===== src/rtl/sprite_engine.sv =====
// Per-scanline sprite renderer: scans the attribute table from the highest index down and
// streams opaque pixels of every sprite row that covers target_line into the linebuffer.
module sprite_engine #(
  parameter int unsigned NUM_SPRITES = 16,
  parameter int unsigned LINE_W      = 640
) (
  input  logic        clk,
  input  logic        reset,
  input  logic        attr_we,
  input  logic [5:0]  attr_addr,
  input  logic [31:0] attr_wdata,
  input  logic        sprite_start,
  input  logic [9:0]  target_line,
  output logic [13:0] rom_addr,
  input  logic [15:0] rom_q,
  output logic [9:0]  lb_addr,
  output logic [15:0] lb_data,
  output logic        lb_we,
  output logic        busy,
  output logic        sprite_done
);

  localparam int unsigned IW = $clog2(NUM_SPRITES);

  typedef enum logic [2:0] {StIdle, StCheck, StFetch, StDrain, StDone} state_e;

  // Stored entry: [9:0] x, [18:10] y, [24:19] frame, [25] hflip, [26] enable.
  logic [26:0]   attr_q [NUM_SPRITES];
  logic [26:0]   attr_d [NUM_SPRITES];
  state_e        state_q, state_d;
  logic [IW-1:0] idx_q, idx_d;
  logic [3:0]    col_q, col_d;
  logic          drain_q, drain_d;
  logic [9:0]    line_q, line_d;
  logic [13:0]   rom_addr_q, rom_addr_d;
  logic          s1_vld_q, s1_vld_d, s2_vld_q, s2_vld_d;
  logic [10:0]   s1_x_q, s1_x_d, s2_x_q, s2_x_d;
  logic          lb_we_q, lb_we_d;
  logic [9:0]    lb_addr_q, lb_addr_d;
  logic [15:0]   lb_data_q, lb_data_d;

  logic [26:0] cur;
  logic [9:0]  cur_x, cur_y, row;
  logic [5:0]  cur_frame;
  logic        cur_hflip, cur_en, hit;

  // Reserved attribute bits and unused high index bits are deliberately ignored.
  logic unused_attr;
  assign unused_attr = ^{attr_wdata[30:26], attr_addr};

  assign cur       = attr_q[idx_q];
  assign cur_x     = cur[9:0];
  assign cur_y     = {1'b0, cur[18:10]};
  assign cur_frame = cur[24:19];
  assign cur_hflip = cur[25];
  assign cur_en    = cur[26];
  assign row       = line_q - cur_y;
  // No vertical wrap: a sprite below the target line never hits.
  assign hit       = cur_en && (line_q >= cur_y) && (row < 10'd16);

  always_comb begin
    attr_d = attr_q;
    if (attr_we) begin
      attr_d[attr_addr[IW-1:0]] = {attr_wdata[31], attr_wdata[25:0]};
    end
  end

  always_comb begin
    state_d    = state_q;
    idx_d      = idx_q;
    col_d      = col_q;
    drain_d    = drain_q;
    line_d     = line_q;
    rom_addr_d = rom_addr_q;
    s1_vld_d   = 1'b0;
    s1_x_d     = s1_x_q;
    unique case (state_q)
      StIdle: begin
        if (sprite_start) begin
          line_d  = target_line;
          idx_d   = IW'(NUM_SPRITES - 1);
          state_d = StCheck;
        end
      end
      StCheck: begin
        if (hit) begin
          col_d   = 4'd0;
          state_d = StFetch;
        end else if (idx_q == '0) begin
          drain_d = 1'b0;
          state_d = StDrain;
        end else begin
          idx_d = idx_q - 1'b1;
        end
      end
      StFetch: begin
        rom_addr_d = {cur_frame, row[3:0], cur_hflip ? ~col_q : col_q};
        s1_vld_d   = 1'b1;
        s1_x_d     = {1'b0, cur_x} + 11'(col_q);
        col_d      = col_q + 4'd1;
        if (col_q == 4'd15) begin
          if (idx_q == '0) begin
            drain_d = 1'b0;
            state_d = StDrain;
          end else begin
            idx_d   = idx_q - 1'b1;
            state_d = StCheck;
          end
        end
      end
      StDrain: begin
        drain_d = 1'b1;
        if (drain_q) state_d = StDone;
      end
      StDone:  state_d = StIdle;
      default: state_d = StIdle;
    endcase
  end

  // Write pipeline: address stage, ROM data stage, then the registered linebuffer write.
  always_comb begin
    s2_vld_d  = s1_vld_q;
    s2_x_d    = s1_x_q;
    lb_we_d   = s2_vld_q && rom_q[0] && (s2_x_q < 11'(LINE_W));
    lb_addr_d = lb_we_d ? s2_x_q[9:0] : lb_addr_q;
    lb_data_d = lb_we_d ? rom_q : lb_data_q;
  end

  always_ff @(posedge clk) begin
    if (reset) begin
      for (int i = 0; i < int'(NUM_SPRITES); i++) attr_q[i] <= '0;
      state_q    <= StIdle;
      idx_q      <= '0;
      col_q      <= '0;
      drain_q    <= 1'b0;
      line_q     <= '0;
      rom_addr_q <= '0;
      s1_vld_q   <= 1'b0;
      s1_x_q     <= '0;
      s2_vld_q   <= 1'b0;
      s2_x_q     <= '0;
      lb_we_q    <= 1'b0;
      lb_addr_q  <= '0;
      lb_data_q  <= '0;
    end else begin
      attr_q     <= attr_d;
      state_q    <= state_d;
      idx_q      <= idx_d;
      col_q      <= col_d;
      drain_q    <= drain_d;
      line_q     <= line_d;
      rom_addr_q <= rom_addr_d;
      s1_vld_q   <= s1_vld_d;
      s1_x_q     <= s1_x_d;
      s2_vld_q   <= s2_vld_d;
      s2_x_q     <= s2_x_d;
      lb_we_q    <= lb_we_d;
      lb_addr_q  <= lb_addr_d;
      lb_data_q  <= lb_data_d;
    end
  end

  assign rom_addr    = rom_addr_q;
  assign lb_we       = lb_we_q;
  assign lb_addr     = lb_addr_q;
  assign lb_data     = lb_data_q;
  assign busy        = (state_q != StIdle);
  assign sprite_done = (state_q == StDone);

endmodule

===== config.mk =====
export PLATFORM = sky130hd
export DESIGN_NAME = sprite_engine
export DESIGN_NICKNAME = d
export VERILOG_FILES = /design/src/rtl/sprite_engine.sv
export SDC_FILE = /design/constraint.sdc
export NUM_CORES = 1
export LEC_CHECK = 0
export CAP_MARGIN = 20
export CORE_ASPECT_RATIO = 0.9
export CORE_UTILIZATION = 25
export CTS_CLUSTER_DIAMETER = 40
export DETAILED_ROUTE_END_ITERATION = 6
export MAX_ROUTING_LAYER = met4
export PLACE_DENSITY = 0.52
export REMOVE_ABC_BUFFERS = 1
export SLEW_MARGIN = 20
export SYNTH_ARGS = -nofsm -noshare
export SYNTH_HDL_FRONTEND = slang
export SYNTH_SLANG_ARGS = --single-unit

===== constraint.sdc =====
create_clock -name clk -period 4.5 [get_ports clk]
set_input_delay 1.35 -clock clk [delete_from_list [all_inputs] [get_ports clk]]
set_output_delay 1.35 -clock clk [all_outputs]
set_load 0.01 [all_outputs]

---- Word level (Yosys, flattened, before mapping) ----
Cells that the tools add are included.
operators by class
  add/sub/neg operators ................... 4
  order comparisons ....................... 6
  equality and inequality tests ........... 11
  mux-type cells .......................... 26
  bitwise logic cells ..................... 3
  reductions and logical operators ........ 16
operators by type and width
  kind                  number
  $bwmux 432            1
  $bmux 27 s4           1
  $demux 27 s4          1
  $mux 27               3
  $mux 4                6
  $mux 3                5
  $pmux 3 s4            1
  $pmux 4 s3            1
  $add 10x4->11         1
  $lt 11x10->1 const B  1
  $ge 10x9->1           1
  $ge 5x5->1 const B    2
  $lt 10x5->1 const B   1
  $ne 2x2->1 const B    5
  $not 4->5             2
  $sub 10x9->10         1
  $reduce_bool 3->1     3
  $pmux 4 s2            1
  $reduce_and 4->1      2
  $eq 3x2->1 const B    2
  $logic_and 1x1->1     5
  $lt 5x1->1 const B    1
  $add 4x1->4 const B   1
  $eq 4x4->1 const B    1
  other kinds (13)      17
word-level totals
  bits in registers ....................... 519
  input port bits ......................... 68
  output and inout port bits .............. 43

---- Logic depth before layout (Yosys ltp) ----
Gate-level depths: netlist (run 1).
  depth after elaboration ................. 9
  mapped depth ............................ 18
  mapped depth without buffers ............ 12

---- Least setup slack after synthesis (run 1) ----
No wires, ideal clock.
  kind .................................... register to register
  from .................................... register idx_q[0]
  to ...................................... register idx_q[0]
  library setup time ...................... 86 ps
  arrival time ............................ 4167 ps
  setup slack ............................. 247 ps
  cell stages (with the launch flop) ...... 16
  path buffers ............................ 4
  clock period less this slack ............ 4253 ps
  cells stage by stage .................... dfxtp_1 > buf_6 > buf_6 > buf_6 > buf_2 > mux4_2 > mux4_2 > ha_1 > fa_1 > nor2b_1 > o31a_1 > a41oi_1 > mux2_1 > nand4b_2 > or3_1 > a221oi_2
between the ends
  word-level cells in the longest chain between the ends .. 9
  elaborated cells on any way between the ends .. 17
  classes of those cells .................. add/sub: 2; order compare: 2; eq/ne: 1; mux: 7; bitwise: 1; reduce/logical: 4
RTL lines
  element                                           RTL line  RTL
  start, declared                                   31        logic [IW-1:0] idx_q, idx_d;
  start signal, assigned                            148       idx_q <= idx_d;
  $not 4->5 (implied by the code)                   51        assign cur = attr_q[idx_q];
  $bmux 27 s4                                       51
  $mux 27 (implied by the code) (2 in a row)        51
  $sub 10x9->10 or $ge 10x9->1 (tied branches)      57, 59
  $lt 10x5->1 or $logic_and 1x1->1 (tied branches)  59        assign hit = cur_en && (line_q >= cur_y) && (row < 10'd16);
  $logic_and 1x1->1                                 59
  $ne 2x2->1 (no source line)                       n/a
  $reduce_and 4->1 (no source line)                 n/a
Parallel ways exist; a longest one is shown, timed or not. The select of a mux whose other input is x is not followed.
A chain may end at the register's enable or synchronous reset.

---- Worst setup path in the final report (run 1) ----
  from .................................... register idx_q[0]
  to ...................................... register idx_q[3]
Same word-level chain as after synthesis.

==> flow_summary.ini, run 1 <==
[floorplan]
fp-row-count = 103
die_area_um2 = 90000
ioPinCount = 111
chipWidth_um = 316
coreArea_um2 = 87800
fp.dieH_um = 285
start_util = 0.253

[drt]
wirelength_um = 73500
antenna_left = 0
vias = 18400
drt_iter0_drc = 1993
viasPerCell = 4.81
first_pass_iters = 7
drt_drc_violations_left = 0
post_drt_wl_per_cell_um = 19.2

[clock_network]
cts-root-buf = clkbuf_16
cts_buffers = 69
postCtsSetupBuffers = 0
cts-resized-gates = 0
cts_hold_buf = 0
h-tree-depth = 3
insertion_delay_ns = 0.61
cts_tree = done
cts_sinks = 519
cts.path.max_buffers = 3
clkSlewWorstSetupHoldPaths_ns = 0.06

[cells_and_area]
design_area_um2 = 26900
drive_gt1_frac = 0.133
synthToLayoutAreaGrowth_pct = 21.4
nets = 2705
final_core_util = 0.307

[critical_path]
reg2reg_slack_ns = 0.43
cp_cell_sequence = buf_12, buf_4, mux4_2, mux4_2, inv_1, ha_1, o21a_1, nor2_1, xnor2_1, nand4_1, nand4b_2, buf_4, o311a_1, a211oi_2
worst_setup_path_end_kind = register
critPathTopFamily = multiplexers
crit_required_ns = 5.01
crit_arrival_ns = 4.58
cp_max_fo = 16
crit_type = register to register
critPathMaxStageDelay_ns = 0.51
cp_slowest_cell = mux4_2
startpoint_type = register
path_buf_inv = 4

[synth]
synth_commonest_cells = nand2_1, dfxtp_1, a21oi_1
ys_types = 65
async_reset_ff_frac = 0
netlist.area_leader.share = 0.468
syn-cell-area_um2 = 22200
synth_seq_cells = 519
synthFlopType = dfxtp_1
yosysWarnings = 0
netlist_instances = 2611
synth_edf_count = 0
synth_largest_area_cell = dfxtp_1
syn_area_per_cell_um2 = 8.50
synth.most_common_cell = nand2_1
synthTopCellsByArea = dfxtp_1, nand2_1, mux4_2
yosysSeqAreaShare = 0.468

[sta]
rsz0062_at_grt = no
slew_headroom = 0.333
finalSetupTns_ns = 0
worst_pin_slew_ns = 1.00
maxSlewViolCount = 0
fin_crit_sh = 0.904
fmax_mhz = 246
period_needed_ns = 4.07
hold_viol = 0
fin_skew_ns = 0.0325
setup_violations = 0

[global_routing]
grt_pass1_wl_um = 110000
grt_overflow = 0
grt_usage = 0.166
antenna_found_initial = 6
grt_pass1_vias = 16900
grt_max_degree = 110

[place]
numPortBuffers = 103
routabilityCongestion = 0.755
place_area_um2 = 24500
hpwl_um = 41600

[min_path]
hold_class = register to register

[power_and_ir_drop]
power.total_mw = 12.1
p_per_area_nw_per_um2 = 448
p_leak_nw = 8.66
vdd_ir_drop_max_uv = 255

[job]
cap_violations = 0

[run_status]
outcome = complete, no violations
==> per-stage QoR <==
step | cells | setup slack (ns) | hold WS [ns]
global route | 3827 | 0.210 | 0.450
CTS | 3823 | 0.376 | 0.433
global placement | 3703 | 0.428 | 0.423
floorplan | 2375 | -2.96 | 0.411
detailed placement | 3703 | 0.407 | 0.425
finish | 3828 | 0.431 | 0.432
==> sequential cells by signal, indices dropped and copies added, names as in the netlist <==
register	cells
s2_vld_q	1
drain_q	1
s1_vld_q	1
rom_addr	14
lb_addr	10
s1_x_q	11
state_q	3
attr_q	432
lb_data	16
s2_x_q	11
idx_q	4
line_q	10
col_q	4
lb_we	1
==> tightest hold or removal path, stage by stage (launching register included) <==
cell	delay, ns
dfxtp_1	0.29
nand2_1	0.05
a21oi_1	0.05
==> layout make-up <==
type,instances,area [µm²]
antenna,4,10.0
clock inverter,32,473
inverter,23,86.3
fill,9159,60800
multi-input combinational,1833,10900
clock buffer,88,1930
sequential,519,10400
tap,1155,1450
timing repair buffer,174,1710
==> placed cells by master (no fill, tap or decap), drive strengths merged, types with 3 or more instances in the layout <==
master / count
a211oi: 14
a21o: 3
a21oi: 484
a22oi: 6
a2bb2oi: 3
a31oi: 4
and2: 5
and3: 7
buf: 72
bufinv: 10
clkbuf: 88
clkdlybuf4s50: 102
clkinv: 8
clkinvlp: 5
dfxtp: 519
diode: 4
ha: 15
inv: 32
mux4: 132
nand2: 974
nand2b: 5
nand3: 10
nand3b: 3
nor2: 52
nor2b: 22
nor3: 17
nor4: 3
o211ai: 5
o21a: 4
o21ai: 12
o21bai: 3
o31a: 3
or3b: 3
xnor2: 9
xor2: 6
==> per-layer routing <==
metal,track usage,vias up,part of all wire
met3,0.0327,95,0.084
li1,-,8818,-
met5,-,-,0
met4,0.0374,0,0.017
met1,0.247,8864,0.48
met2,0.227,646,0.42
==> report_power, final <==
group	internal [mW]	leakage [nW]	switching, mW
sequential	4.69	4.19	0.0980
combinational	0.599	3.30	0.909
clock	3.63	1.17	2.15
==> final timing paths <==
kind | from | to | cells after the start
hold reg to reg | s2_x_q[5] | lb_addr[5] | 2
hold / removal | s2_x_q[5] | lb_addr[5] | 2
setup reg to reg | idx_q[0] | idx_q[3] | 14
setup / recovery | idx_q[0] | idx_q[3] | 14
==> logic make-up (layout without fill, tap and decap cells) <==
logic type               Yosys count  in the layout  share of synthesized area
buffers and inverters            259            317                     0.0478
flip-flops                       519            519                      0.468
XOR/XNOR                          15             15                    0.00592
multiplexers                     134            134                      0.135
AO/OA/AOI/OAI                    555            555                      0.134
adder cells (fa/ha/maj)           17             17                     0.0103
other                              0              4                          0
AND/OR/NAND/NOR                 1112           1112                      0.199
Power figures use the tool's default switching activity.
==> inputs of run 2 (changes only) <==
Settings changed: PLACE_DENSITY 0.52 to default, PLACE_DENSITY_LB_ADDON from default to 0.05.
==> run 2 against run 1 <==
Compared with the run above: first-iteration DRC count shrank 24%; sequential power is essentially flat; final cell count grew 2.5%; critical path type unchanged.
==> flow_summary.ini, run 2 (synthesis results as in run 1) <==
[clock_network]
insertion_delay_ns = 0.67
cts_buffers = 111
cts_sinks = 519
cts-resized-gates = 0
clkSlewWorstSetupHoldPaths_ns = 0.05
h-tree-depth = 3
cts_hold_buf = 0
cts.path.max_buffers = 3
postCtsSetupBuffers = 0
cts_tree = done
cts-root-buf = clkbuf_16

[drt]
drt_iter0_drc = 1521
first_pass_iters = 5
antenna_left = 0
wirelength_um = 84300
drt_drc_violations_left = 0
post_drt_wl_per_cell_um = 21.5
viasPerCell = 4.81
vias = 18900

[cells_and_area]
nets = 2756
regMostFlops = attr_q
final_core_util = 0.326
drive_gt1_frac = 0.161
synthToLayoutAreaGrowth_pct = 29.1
num-fill-cells = 9009
largest_reg_flops = 432
layout_commonest_cell = nand2_1
final_cells = 3923
final_cell_mix = nand2_1, dfxtp_1, a21oi_1

[sta]
hold_viol = 0
fin_skew_ns = 0.0306
fin_hold_ws_ns = 0.433
fmax_mhz = 243
setup_violations = 0
period_needed_ns = 4.12
fin_crit_sh = 0.915
worst_pin_slew_ns = 0.829
maxSlewViolCount = 0
layout_setup_ws_ns = 0.381
slew_headroom = 0.448
rsz0062_at_grt = no

[critical_path]
startpoint_type = register
crit_required_ns = 5.05
crit_type = register to register
cp_slowest_cell = mux4_2
cp_cell_sequence = buf_12, mux4_2, mux4_2, inv_1, ha_1, o21a_1, o31a_1, a41oi_1, mux2_1, nand4b_2, buf_4, nor4_1, nor4_2
cp_max_fo = 23
worst_setup_path_end_kind = register
critPathMaxStageDelay_ns = 0.53
cp_common_cell = mux4_2
crit_arrival_ns = 4.67

[power_and_ir_drop]
power.total_mw = 15.0
vdd_ir_drop_max_uv = 331
p_leak_nw = 9.47
p_per_area_nw_per_um2 = 524

[floorplan]
die_area_um2 = 90000
start_util = 0.253
chipWidth_um = 316
fp-row-count = 103
coreArea_um2 = 87800
ioPinCount = 111
fp.dieH_um = 285

[min_path]
hold_class = register to register

[place]
dp_slack_ns = 0.406
numPortBuffers = 103
routabilityCongestion = 0.743
hpwl_um = 48000
dp.cells = 3713

[job]
cap_violations = 0

[global_routing]
grt_pass1_wl_um = 125000
grt_overflow = 0
grt_usage = 0.193
grt_max_degree = 118
grt_pass1_vias = 18700
antenna_found_initial = 3

[run_status]
outcome = complete, no violations
==> run 2: changes by cell type in the layout (fill, tap and decap cells not counted), moves of 3 or more <==
cell        previous run  this run
clkinv_2               8        15
clkinvlp_4             5        12
clkbuf_1               8        15
buf_12                11        14
bufinv_16             10        16
clkinv_4               0         5
clkbuf_8               9        22
buf_4                 59        66
clkbuf_16             71       111
==> run 2: critical path, delay by kind of cell (launching register included) <==
kind                     cells  cell delay (ns)
AO/OA/AOI/OAI                3             0.59
AND/OR/NAND/NOR              3             0.49
buffers and inverters        3             0.67
adder cells (fa/ha/maj)      1             0.38
multiplexers                 3             1.35
flip-flops                   1             0.48
==> run 2: stage by stage <==
step	instance area (µm²)	setup TNS, ns
CTS	28600	0
finish	28600	0
floorplan	21200	-68.54
global route	28600	0
detailed placement	24600	0
global placement	24600	0
==> run 2: final timing paths <==
check / startpoint / end / slack [ns] / depth (start not counted)
worst min-delay path: s2_x_q[0] / lb_addr[0] / 0.43 / 2
worst min register to register: s2_x_q[0] / lb_addr[0] / 0.43 / 2
worst max register to register: idx_q[0] / idx_q[2] / 0.38 / 13
worst max-delay path: idx_q[0] / idx_q[2] / 0.38 / 13
==> run 2: routing by layer <==
layer	GRT usage	routed length, µm
met4	0.0452	1620
met2	0.283	37000
met3	0.0348	5030
met5	-	0
met1	0.274	40700
==> run 2: where the power goes <==
| part | internal, mW | switching [mW] |
|---|---|---|
| sequential | 4.70 | 0.0996 |
| clock | 5.82 | 2.82 |
| combinational | 0.619 | 0.960 |
| total | 11.1 | 3.88 |
==> run 2: layout make-up <==
type / count / area, µm² / share of cell area
diodes: 2 / 5.00 / 0.000175
well taps: 1155 / 1450 / 0.0504
clock buffers: 148 / 3140 / 0.110
inverters: 23 / 86.3 / 0.00301
repair buffers: 183 / 1810 / 0.0632
multi-input cells: 1833 / 10900 / 0.380
flip-flops and latches: 519 / 10400 / 0.363
clock inverters: 60 / 875 / 0.0305
